===== src/rtl/mem_refill_arbiter.sv =====
`default_nettype none
// ============================================================================
// Module      : mem_refill_arbiter
// Description : Round-robin merge of N bank memory ports onto one memory port,
//               with an owner FIFO steering in-order responses back to banks.
// Revision    : 1.0 - initial release
// ============================================================================
module mem_refill_arbiter #(
    parameter int P_NUM_PORTS       = 4,
    parameter int P_MAX_OUTSTANDING = 4,
    parameter int P_REQ_W           = 175,
    parameter int P_RESP_W          = 145
) (
    input  logic                            clk,
    input  logic                            reset,
    input  logic [P_NUM_PORTS*P_REQ_W-1:0]  bank_memreq_msg,
    input  logic [P_NUM_PORTS-1:0]          bank_memreq_val,
    output logic [P_NUM_PORTS-1:0]          bank_memreq_rdy,
    output logic [P_NUM_PORTS*P_RESP_W-1:0] bank_memresp_msg,
    output logic [P_NUM_PORTS-1:0]          bank_memresp_val,
    input  logic [P_NUM_PORTS-1:0]          bank_memresp_rdy,
    output logic [P_REQ_W-1:0]              memreq_msg,
    output logic                            memreq_val,
    input  logic                            memreq_rdy,
    input  logic [P_RESP_W-1:0]             memresp_msg,
    input  logic                            memresp_val,
    output logic                            memresp_rdy
);

    localparam int c_PORT_W  = $clog2(P_NUM_PORTS);
    localparam int c_FIFO_AW = (P_MAX_OUTSTANDING > 1) ? $clog2(P_MAX_OUTSTANDING) : 1;
    localparam int c_CNT_W   = $clog2(P_MAX_OUTSTANDING + 1);

    localparam logic [c_CNT_W-1:0]   c_MAX_CNT   = c_CNT_W'(P_MAX_OUTSTANDING);
    localparam logic [c_FIFO_AW-1:0] c_LAST_IDX  = c_FIFO_AW'(P_MAX_OUTSTANDING - 1);
    localparam logic [c_PORT_W-1:0]  c_LAST_PORT = c_PORT_W'(P_NUM_PORTS - 1);
    localparam logic [c_PORT_W:0]    c_NUM_PORTS = (c_PORT_W + 1)'(P_NUM_PORTS);

    logic [c_PORT_W-1:0]  ptr_q,   ptr_d;
    logic [c_FIFO_AW-1:0] head_q,  head_d;
    logic [c_FIFO_AW-1:0] tail_q,  tail_d;
    logic [c_CNT_W-1:0]   count_q, count_d;
    logic [c_PORT_W-1:0]  owner_q [P_MAX_OUTSTANDING];

    logic [c_PORT_W-1:0]  w_grant;
    logic                 w_any_val;
    logic                 w_can_issue;
    logic                 w_nonempty;
    logic [c_PORT_W-1:0]  w_head_owner;
    logic                 w_req_fire;
    logic                 w_resp_fire;

    // Rotating priority scan starting at ptr_q, wrapping modulo the port count.
    always_comb begin : p_grant
        logic [c_PORT_W:0] v_idx;
        w_grant   = '0;
        w_any_val = 1'b0;
        v_idx     = '0;
        for (int i = 0; i < P_NUM_PORTS; i++) begin
            v_idx = {1'b0, ptr_q} + (c_PORT_W + 1)'(i);
            if (v_idx >= c_NUM_PORTS) begin
                v_idx = v_idx - c_NUM_PORTS;
            end
            if (!w_any_val && bank_memreq_val[v_idx[c_PORT_W-1:0]]) begin
                w_any_val = 1'b1;
                w_grant   = v_idx[c_PORT_W-1:0];
            end
        end
    end

    // Outputs are gated with reset so every val/rdy is low while it is asserted.
    assign w_can_issue  = reset && (count_q < c_MAX_CNT);
    assign w_nonempty   = reset && (count_q != '0);
    assign w_head_owner = owner_q[head_q];

    assign memreq_val   = w_can_issue && w_any_val;
    assign memreq_msg   = bank_memreq_msg[w_grant*P_REQ_W +: P_REQ_W];
    assign w_req_fire   = memreq_val && memreq_rdy;

    assign memresp_rdy  = w_nonempty && bank_memresp_rdy[w_head_owner];
    assign w_resp_fire  = memresp_val && memresp_rdy;

    assign bank_memresp_msg = {P_NUM_PORTS{memresp_msg}};

    always_comb begin
        bank_memreq_rdy  = '0;
        bank_memresp_val = '0;
        if (w_can_issue && memreq_rdy && w_any_val) begin
            bank_memreq_rdy[w_grant] = 1'b1;
        end
        if (memresp_val && w_nonempty) begin
            bank_memresp_val[w_head_owner] = 1'b1;
        end
    end

    always_comb begin
        ptr_d   = ptr_q;
        head_d  = head_q;
        tail_d  = tail_q;
        count_d = count_q;
        if (w_req_fire) begin
            ptr_d  = (w_grant == c_LAST_PORT) ? '0 : w_grant + 1'b1;
            tail_d = (tail_q == c_LAST_IDX) ? '0 : tail_q + 1'b1;
        end
        if (w_resp_fire) begin
            head_d = (head_q == c_LAST_IDX) ? '0 : head_q + 1'b1;
        end
        unique case ({w_req_fire, w_resp_fire})
            2'b10:   count_d = count_q + 1'b1;
            2'b01:   count_d = count_q - 1'b1;
            default: count_d = count_q;
        endcase
    end

    always_ff @(posedge clk or negedge reset) begin
        if (!reset) begin
            ptr_q   <= '0;
            head_q  <= '0;
            tail_q  <= '0;
            count_q <= '0;
            for (int i = 0; i < P_MAX_OUTSTANDING; i++) begin
                owner_q[i] <= '0;
            end
        end else begin
            ptr_q   <= ptr_d;
            head_q  <= head_d;
            tail_q  <= tail_d;
            count_q <= count_d;
            if (w_req_fire) begin
                owner_q[tail_q] <= w_grant;
            end
        end
    end

endmodule
`default_nettype wire


===== config.mk =====
export PLATFORM = sky130hd
export DESIGN_NAME = mem_refill_arbiter
export DESIGN_NICKNAME = d
export VERILOG_FILES = /design/src/rtl/mem_refill_arbiter.sv
export SDC_FILE = /design/constraint.sdc
export NUM_CORES = 1
export LEC_CHECK = 0
export CORE_AREA = 3 3 633 635
export DETAILED_ROUTE_END_ITERATION = 6
export DIE_AREA = 0 0 636 638
export GPL_TIMING_DRIVEN = 0
export PLACE_DENSITY = 0.3
export SLEW_MARGIN = 10
export SYNTH_ARGS = -nofsm -noshare
export SYNTH_HDL_FRONTEND = slang
export SYNTH_SLANG_ARGS = --single-unit
export TNS_END_PERCENT = 50

===== constraint.sdc =====
create_clock -name clk -period 3.5 [get_ports clk]
set_clock_uncertainty 0.2 [all_clocks]
set_input_delay 0.525 -clock clk [delete_from_list [all_inputs] [get_ports clk]]
set_output_delay 0.525 -clock clk [all_outputs]
set_load 0.005 [all_outputs]

-- Word-level counts from Yosys, hierarchy flattened
Index checks and enable logic that the tools add are counted.
- order comparisons: 16
- bitwise gates (word level): 2
- multipliers: 1
- eq/ne operators: 5
- mux-type cells: 38
- reduce and logical (&&, ||, !) cells: 20
- shifts and indexed selects: 1
- add/sub/neg operators: 12
- operator list (operator ; number):
    indexed part select 700 x 11 -> 175 bit ; 1
    two-way mux 2 bit ; 14
    less-than comparator 2 x 3 -> 1 bit (second input constant) ; 6
    >= comparator 3 bit (second input constant) ; 5
    logical AND 1 bit ; 15
    two-way mux 1 bit ; 11
    binary-select mux 1 bit (select 2 bit) ; 5
    multiplier 2 x 8 -> 10 bit (second input constant) ; 1
    bitwise mux 8 bit ; 1
    == test 2 bit (second input constant) ; 4
    two-way mux 4 bit ; 2
    subtractor 2 x 1 -> 2 bit (second input constant) ; 4
    adder 2 x 1 -> 2 bit (second input constant) ; 3
    adder 2 x 2 -> 3 bit (second input constant) ; 2
    inverter 2 -> 3 bit ; 2
    one-hot mux 3 bit (2 select lines) ; 1
    binary-select mux 2 bit (select 2 bit) ; 1
    demux 1 bit (select 2 bit) ; 2
    demux 2 bit (select 2 bit) ; 1
    >= comparator 2 x 1 -> 1 bit (second input constant) ; 2
    adder 2 x 1 -> 3 bit (second input constant) ; 1
    adder 3 x 1 -> 3 bit (second input constant) ; 1
    >= comparator 2 x 3 -> 1 bit (second input constant) ; 1
    logical NOT 1 bit ; 3
    6 further kinds ; 6
- bits in registers: 17
- logic and storage cells: 103
- output and inout bits: 765
- input bits: 857

-- Logic depth before layout (Yosys ltp)
- word-level depth: 19
- depth in mapped cells: 10
- gate-level depth less buffers: 10

-- Worst setup path before layout
Ideal clock, no wire load.
- path type: register to register
- start point: register head_q[0]
- end point: register count_q[2]
- data required time: 3.221 ns
- library setup time: 0.079 ns
- period minus slack after synthesis: 2.753 ns
- slack: 0.747 ns
- path buffers: 0
- data arrival time: 2.474 ns
- stages on the path, launching flop included: 11
- path through: dfrtp_1 > mux4_2 > mux2i_1 > mux2_4 > nor2_4 > ha_1 > inv_1 > fa_1 > xor2_1 > nor2_1 > xor2_1
- longest elaborated chain between the ends: 10
- elaborated cells between the ends (all ways): 12
- RTL lines (element ; RTL line ; RTL):
    from (decl) ; 40 ; logic [c_FIFO_AW-1:0] head_q, head_d;
    from (signal assigned) ; 118 ; head_q <= '0;
    from (signal assigned) ; 126 ; head_q <= head_d;
    inverter 2 -> 3 bit (implied by the code) (*) ; 74 ; assign w_head_owner = owner_q[head_q];
    binary-select mux 2 bit (select 2 bit) (*) ; 74 ;
    two-way mux 2 bit (implied by the code) (*) (2 in a row) ; 74 ;
    binary-select mux 1 bit (select 2 bit) (*) ; 80 ; assign memresp_rdy = w_nonempty && bank_memresp_rdy[w_head_owner];
    two-way mux 1 bit (implied by the code) (*) ; 80 ;
    logical AND 1 bit (*) ; 80 ;
    logical AND 1 bit (*) ; 81 ; assign w_resp_fire = memresp_val && memresp_rdy;
    net w_resp_fire ; 51 ; logic w_resp_fire;
    == test 2 x 1 -> 1 bit or == test 2 bit (tied branches) ; 108 ; unique case ({w_req_fire, w_resp_fire})
    one-hot mux 3 bit (2 select lines) or nonzero test 2 bit (tied branches) ; - ;
    to (signal assigned) ; 128 ; count_q <= count_d;
    to (decl) ; 42 ; logic [c_CNT_W-1:0] count_q, count_d;
Mark *: on every way through the listed nets, which the timed path passes. The rest lies on a longest branch. The select of a mux whose other input is x is not followed.
A chain may end at the register's enable or synchronous reset.

-- Worst setup path after layout
- start point: input port bank_memreq_val[2]
- end point: output port memreq_msg[102]
- longest elaborated chain between the ends: 14
- elaborated cells between the ends (all ways): 23
- RTL lines (element ; RTL line ; RTL):
    from (decl) ; 17 ; input logic [P_NUM_PORTS-1:0] bank_memreq_val,
    binary-select mux 1 bit (select 2 bit) ; 64 ; if (!w_any_val && bank_memreq_val[v_idx[c_PORT_W-1:0]]) begin
    two-way mux 1 bit (implied by the code) ; 64 ;
    two-way mux 1 bit ; 64 ;
    logical NOT 1 bit ; 64 ;
    logical AND 1 bit ; 64 ;
    two-way mux 1 bit ; 64 ;
    logical NOT 1 bit ; 64 ;
    logical AND 1 bit ; 64 ;
    two-way mux 1 bit ; 64 ;
    logical NOT 1 bit ; 64 ;
    logical AND 1 bit ; 64 ;
    two-way mux 2 bit (*) ; 64 ;
    multiplier 2 x 8 -> 10 bit (*) ; 77 ; assign memreq_msg = bank_memreq_msg[w_grant*P_REQ_W +: P_REQ_W];
    indexed part select 700 x 11 -> 175 bit (*) ; 77 ;
    to (decl) ; 22 ; output logic [P_REQ_W-1:0] memreq_msg,
Mark *: on every way between the ends. The rest lies on a longest branch, timed or not. The select of a mux whose other input is x is not followed.

==> results by stage <==
Min path:
- The type of the worst min-delay path is primary input to async pin.

GRT:
- The remaining global-route overflow is 0.
- The number of antenna violations at the first check in global routing came to 301.
- The first-pass GRT wire length is 306000 um.
- The pin count of the biggest net entering global routing is 21.
- The number of global-route vias before repair is 15709.
- In the global route stage, overall resource usage came out at 0.128.

Yosys:
- When the netlist entered floorplanning its net count stood at 2132.
- The adder and majority gate portion of the synthesized area is 0.0131.
- The count of flip-flops with a built-in enable after synthesis is 0.
- In the synthesized netlist the dominant register cell turns out to be sky130_fd_sc_hd__dfrtp_1.
- Counting instances in the post-synthesis netlist gives the leading cell types as sky130_fd_sc_hd__buf_4 (617), sky130_fd_sc_hd__mux2i_1 (529), sky130_fd_sc_hd__buf_2 (23), sky130_fd_sc_hd__dfrtp_1 (17).
- In the synthesized netlist the async set-or-reset flop fraction comes to 1.00.
- By instance count, the leading cell after synthesis is sky130_fd_sc_hd__buf_4.
- The number of different library cells used by synthesis comes to 33.
- The post-synthesis share of cell area spent on xor and xnor gates is 0.00237.
- The complex-gate fraction of the synthesized area is 0.00632.
- The mean cell area of the mapped netlist is 8.77 um2.
- The mapped netlist covers 11100 um2.
- The share of the Yosys chip area taken by registers is 0.0384.
- The fraction of the mapped netlist area in simple logic gates is 0.0137.
- Counting flops and latches in the post-synthesis netlist gives 17.
- The mux share of post-synthesis cell area is 0.494.
- The post-synthesis instance total is 1264.
- Yosys printed 0 warnings.
- By area the synthesized netlist is led by sky130_fd_sc_hd__mux2i_1 (48%), sky130_fd_sc_hd__buf_4 (42%), sky130_fd_sc_hd__dfrtp_1 (3.8%).
- By area, the combinational part of the netlist is dominated by multiplexers.
- The proportion of netlist area held by the largest area contributor is 0.478.
- sky130_fd_sc_hd__mux2i_1 takes more of the synthesized area than any other cell.

Floorplanning:
- In this run the horizontal extent of the chip is 636 um.
- The die covers 406000 um2.
- After floorplanning, the core was divided into 231 placement rows.
- The area inside the core boundary is 396000 um2.
- The initial utilization of the core area, before any placement, comes to 0.0280.
- The die height is 638 um.
- The number of I/O pins is 1622.

Clocking:
- The level count of the clock H-tree is 1.
- The count of hold buffers inserted by post-cts repair is 0.
- The clock latency on the worst-skew pair is 0.25 ns.
- The total number of clock tree sinks is 17.
- The maximum root-to-sink buffer count is 2.
- The CTS buffer count is 3.
- The root buffer cell is sky130_fd_sc_hd__clkbuf_16.
- The post-CTS clock slew at the launch and capture registers of the worst setup and hold paths is 0.05 ns.
- The TritonCTS clock tree is done.

Detailed routing:
- The post-route antenna net violation count is 0.
- The detailed-route wire length per cell is 33.8 um.
- The count of TritonRoute iterations in the first routing pass is 5.
- In this run, the number of DRC markers left after iteration 0 of detailed routing was 654.
- The mean number of vias per cell is 1.96.
- In the routed design, unresolved DRC markers number 0.
- The routed layout has 15804 vias.
- The final wirelength is 273000 um.

STA:
- The post-route minimum period is 3.48 ns.
- For the pin with the worst max-slew slack, the measured transition is 0.892 ns.
- Setup repair after global routing could not meet its margin everywhere.
- The count of endpoints failing setup in the final report is 0.
- In this run the tightest slew margin relative to its limit is 0.403.
- The fmax is 0.287 GHz.
- The final clock period utilization by the worst path is 0.994.
- The number of endpoints with negative hold slack in the final report is 0.
- The final worst-path setup slack is 0.0209 ns.
- The count of final max-slew check failures is 0.

Worst setup path:
- The type of destination of the critical path is an output port.
- The critical path in this run is classified as primary input to output port.
- The type of element launching the critical path is a primary input.
- The setup slack of the worst register-to-register path is 0.41 ns.
- Walking the worst path, the cells encountered are clkdlybuf4s15_1, o21a_1, o22a_2, buf_12, buf_16, buf_16, buf_12, mux2i_2, buf_8, mux2i_1, clkdlybuf4s15_1.
- On the worst path, the slowest cell contributes a delay of 0.30 ns.
- The highest-delay cell along the critical path is sky130_fd_sc_hd__clkdlybuf4s15_1.
- At the worst endpoint, the required time is 2.77 ns.
- At the worst endpoint, the arrival time is 2.75 ns.
- The end of the worst register-to-register path is count_q[2].
- The number of cells on the worst reg-to-reg path is 10.
- The startpoint of the most critical register-to-register path is head_q[0].
- In this run the worst path has a maximum fanout of 7.

Job:
- The number of max-cap violations is 0.

Placed design:
- Timing analysis after detailed placement gives a worst setup slack of -2.37 ns.
- Routability-driven placement finished with a final weighted congestion of 0.778.
- The number of buffer cells added on primary ports is 1476.
- The half-perimeter wire length after placement is 261000 um.

Status:
- The flow ran to the end, and the final reports show no timing, DRC or antenna violations.

Cells and area:
- In the final design database the tool counted 3637 nets.
- Of the cells placed in the final design, the portion with a size suffix greater than 1 is 0.317.
- The layout has 46051 filler cells.
- Compared with the post-synthesis result, the final layout area differs by 203%.

Power and ir drop:
- IR analysis of the VDD net gives a maximum drop of 0.000145 V.
- The total power is 0.0127 W.
- The analysis attributes to cell leakage a power of 12.5 nW.
- Power spread over the standard cell area amounts to 378 nW/um2.
==> per-layer routing <==
layer	part of all wire	vias up	GRT usage
met1	0.32	7252	0.120
met3	0.15	426	0.0870
li1	-	6859	-
met2	0.51	1107	0.237
met5	0.0039	-	0
met4	0.016	160	0.0120
==> stage by stage <==
stage	hold WS [ns]	util	TNS [ns]	cells	instance area (um2)
6_report	0.154	0.0849	0	8064	33600
5_1_grt	0.188	0.0847	-0.0943	8018	33500
4_1_cts	0.165	0.0848	-0.621	8010	33500
3_5_place_dp	0.291	0.0823	-269.34	7987	32600
3_3_place_gp	0.284	0.0819	-284.25	7982	32400
2_1_floorplan	0.0294	-	0	1264	11100
==> kinds of logic after synthesis <==
logic type	Yosys count
DFF	17
muxes	542
and+or+nand+nor	29
adders and majority gates	11
xor gates and xnor gates	3
AOI/OAI and AO/OA	11
buffers and inverters	651
==> cell usage in the layout, fill, tap and decap left out, types with 2 or more instances in the layout <==
cell	n
sky130_fd_sc_hd__o21ai_0	3
sky130_fd_sc_hd__clkbuf_2	10
sky130_fd_sc_hd__and3_1	4
sky130_fd_sc_hd__mux2i_2	37
sky130_fd_sc_hd__clkdlybuf4s50_1	1292
sky130_fd_sc_hd__mux2i_4	32
sky130_fd_sc_hd__buf_12	14
sky130_fd_sc_hd__clkdlybuf4s18_2	3
sky130_fd_sc_hd__a21oi_1	2
sky130_fd_sc_hd__clkbuf_4	3
sky130_fd_sc_hd__clkdlybuf4s15_1	4
sky130_fd_sc_hd__clkbuf_16	4
sky130_fd_sc_hd__dlymetal6s2s_1	5
sky130_fd_sc_hd__ha_1	10
sky130_fd_sc_hd__inv_1	10
sky130_fd_sc_hd__buf_4	625
sky130_fd_sc_hd__dlygate4sd2_1	53
sky130_fd_sc_hd__buf_2	58
sky130_fd_sc_hd__mux2i_1	460
sky130_fd_sc_hd__xor2_1	2
sky130_fd_sc_hd__mux2_1	2
sky130_fd_sc_hd__buf_8	8
sky130_fd_sc_hd__clkdlybuf4s15_2	35
sky130_fd_sc_hd__buf_16	13
sky130_fd_sc_hd__nor2_1	7
sky130_fd_sc_hd__buf_6	17
sky130_fd_sc_hd__dfrtp_1	16
sky130_fd_sc_hd__nand2_1	10
sky130_fd_sc_hd__mux2_2	8
sky130_fd_sc_hd__diode_2	54
==> sequential cells by signal, indices dropped and copies added, names as in the netlist <==
register  cells
tail_q        2
owner_q       8
head_q        2
ptr_q         2
count_q       3
==> power breakdown <==
part           internal (W)  switching, W  total, W
combinational       0.00518       0.00692    0.0121
sequential         0.000296     0.0000918  0.000388
clock              0.000153     0.0000755  0.000228
==> area by class of cell <==
type | instances | area [um2] | share of cell area
tap | 5242 | 6560 | 0.195
antenna | 54 | 135 | 0.00402
timing repair buffer | 1500 | 14800 | 0.440
multi-input combinational | 596 | 6420 | 0.191
clock buffer | 3 | 75.1 | 0.00223
buffer | 641 | 5150 | 0.153
inverter | 10 | 37.5 | 0.00112
sequential | 17 | 427 | 0.0127
clock inverter | 1 | 5.00 | 0.000149
==> worst max path at each step <==
stage                  startpoint               to  cells after the start
6_report       bank_memreq_val[2]  memreq_msg[102]                     11
5_1_grt                  ptr_q[1]  memreq_msg[102]                     11
4_1_cts                  ptr_q[1]   memreq_msg[28]                      9
3_5_place_dp   bank_memreq_val[1]  memreq_msg[107]                     10
3_3_place_gp   bank_memreq_val[0]  memreq_msg[102]                     10
2_1_floorplan           head_q[0]       count_q[2]                     10
==> what timing repair did <==
action / in CTS / in global routing
gates resized for setup: 747 / 57
setup buffers: 15 / 0
pin swaps: 2 / 1
gates cloned: 4 / 0
endpoints found under the setup margin: 185 / 103
==> worst max-delay path, delay by kind of cell <==
family	cells	cell delay, ns
mux	2	0.36
compound gates	2	0.41
buf+inv	7	1.36
No activity file was read; power rests on OpenSTA's default activity.
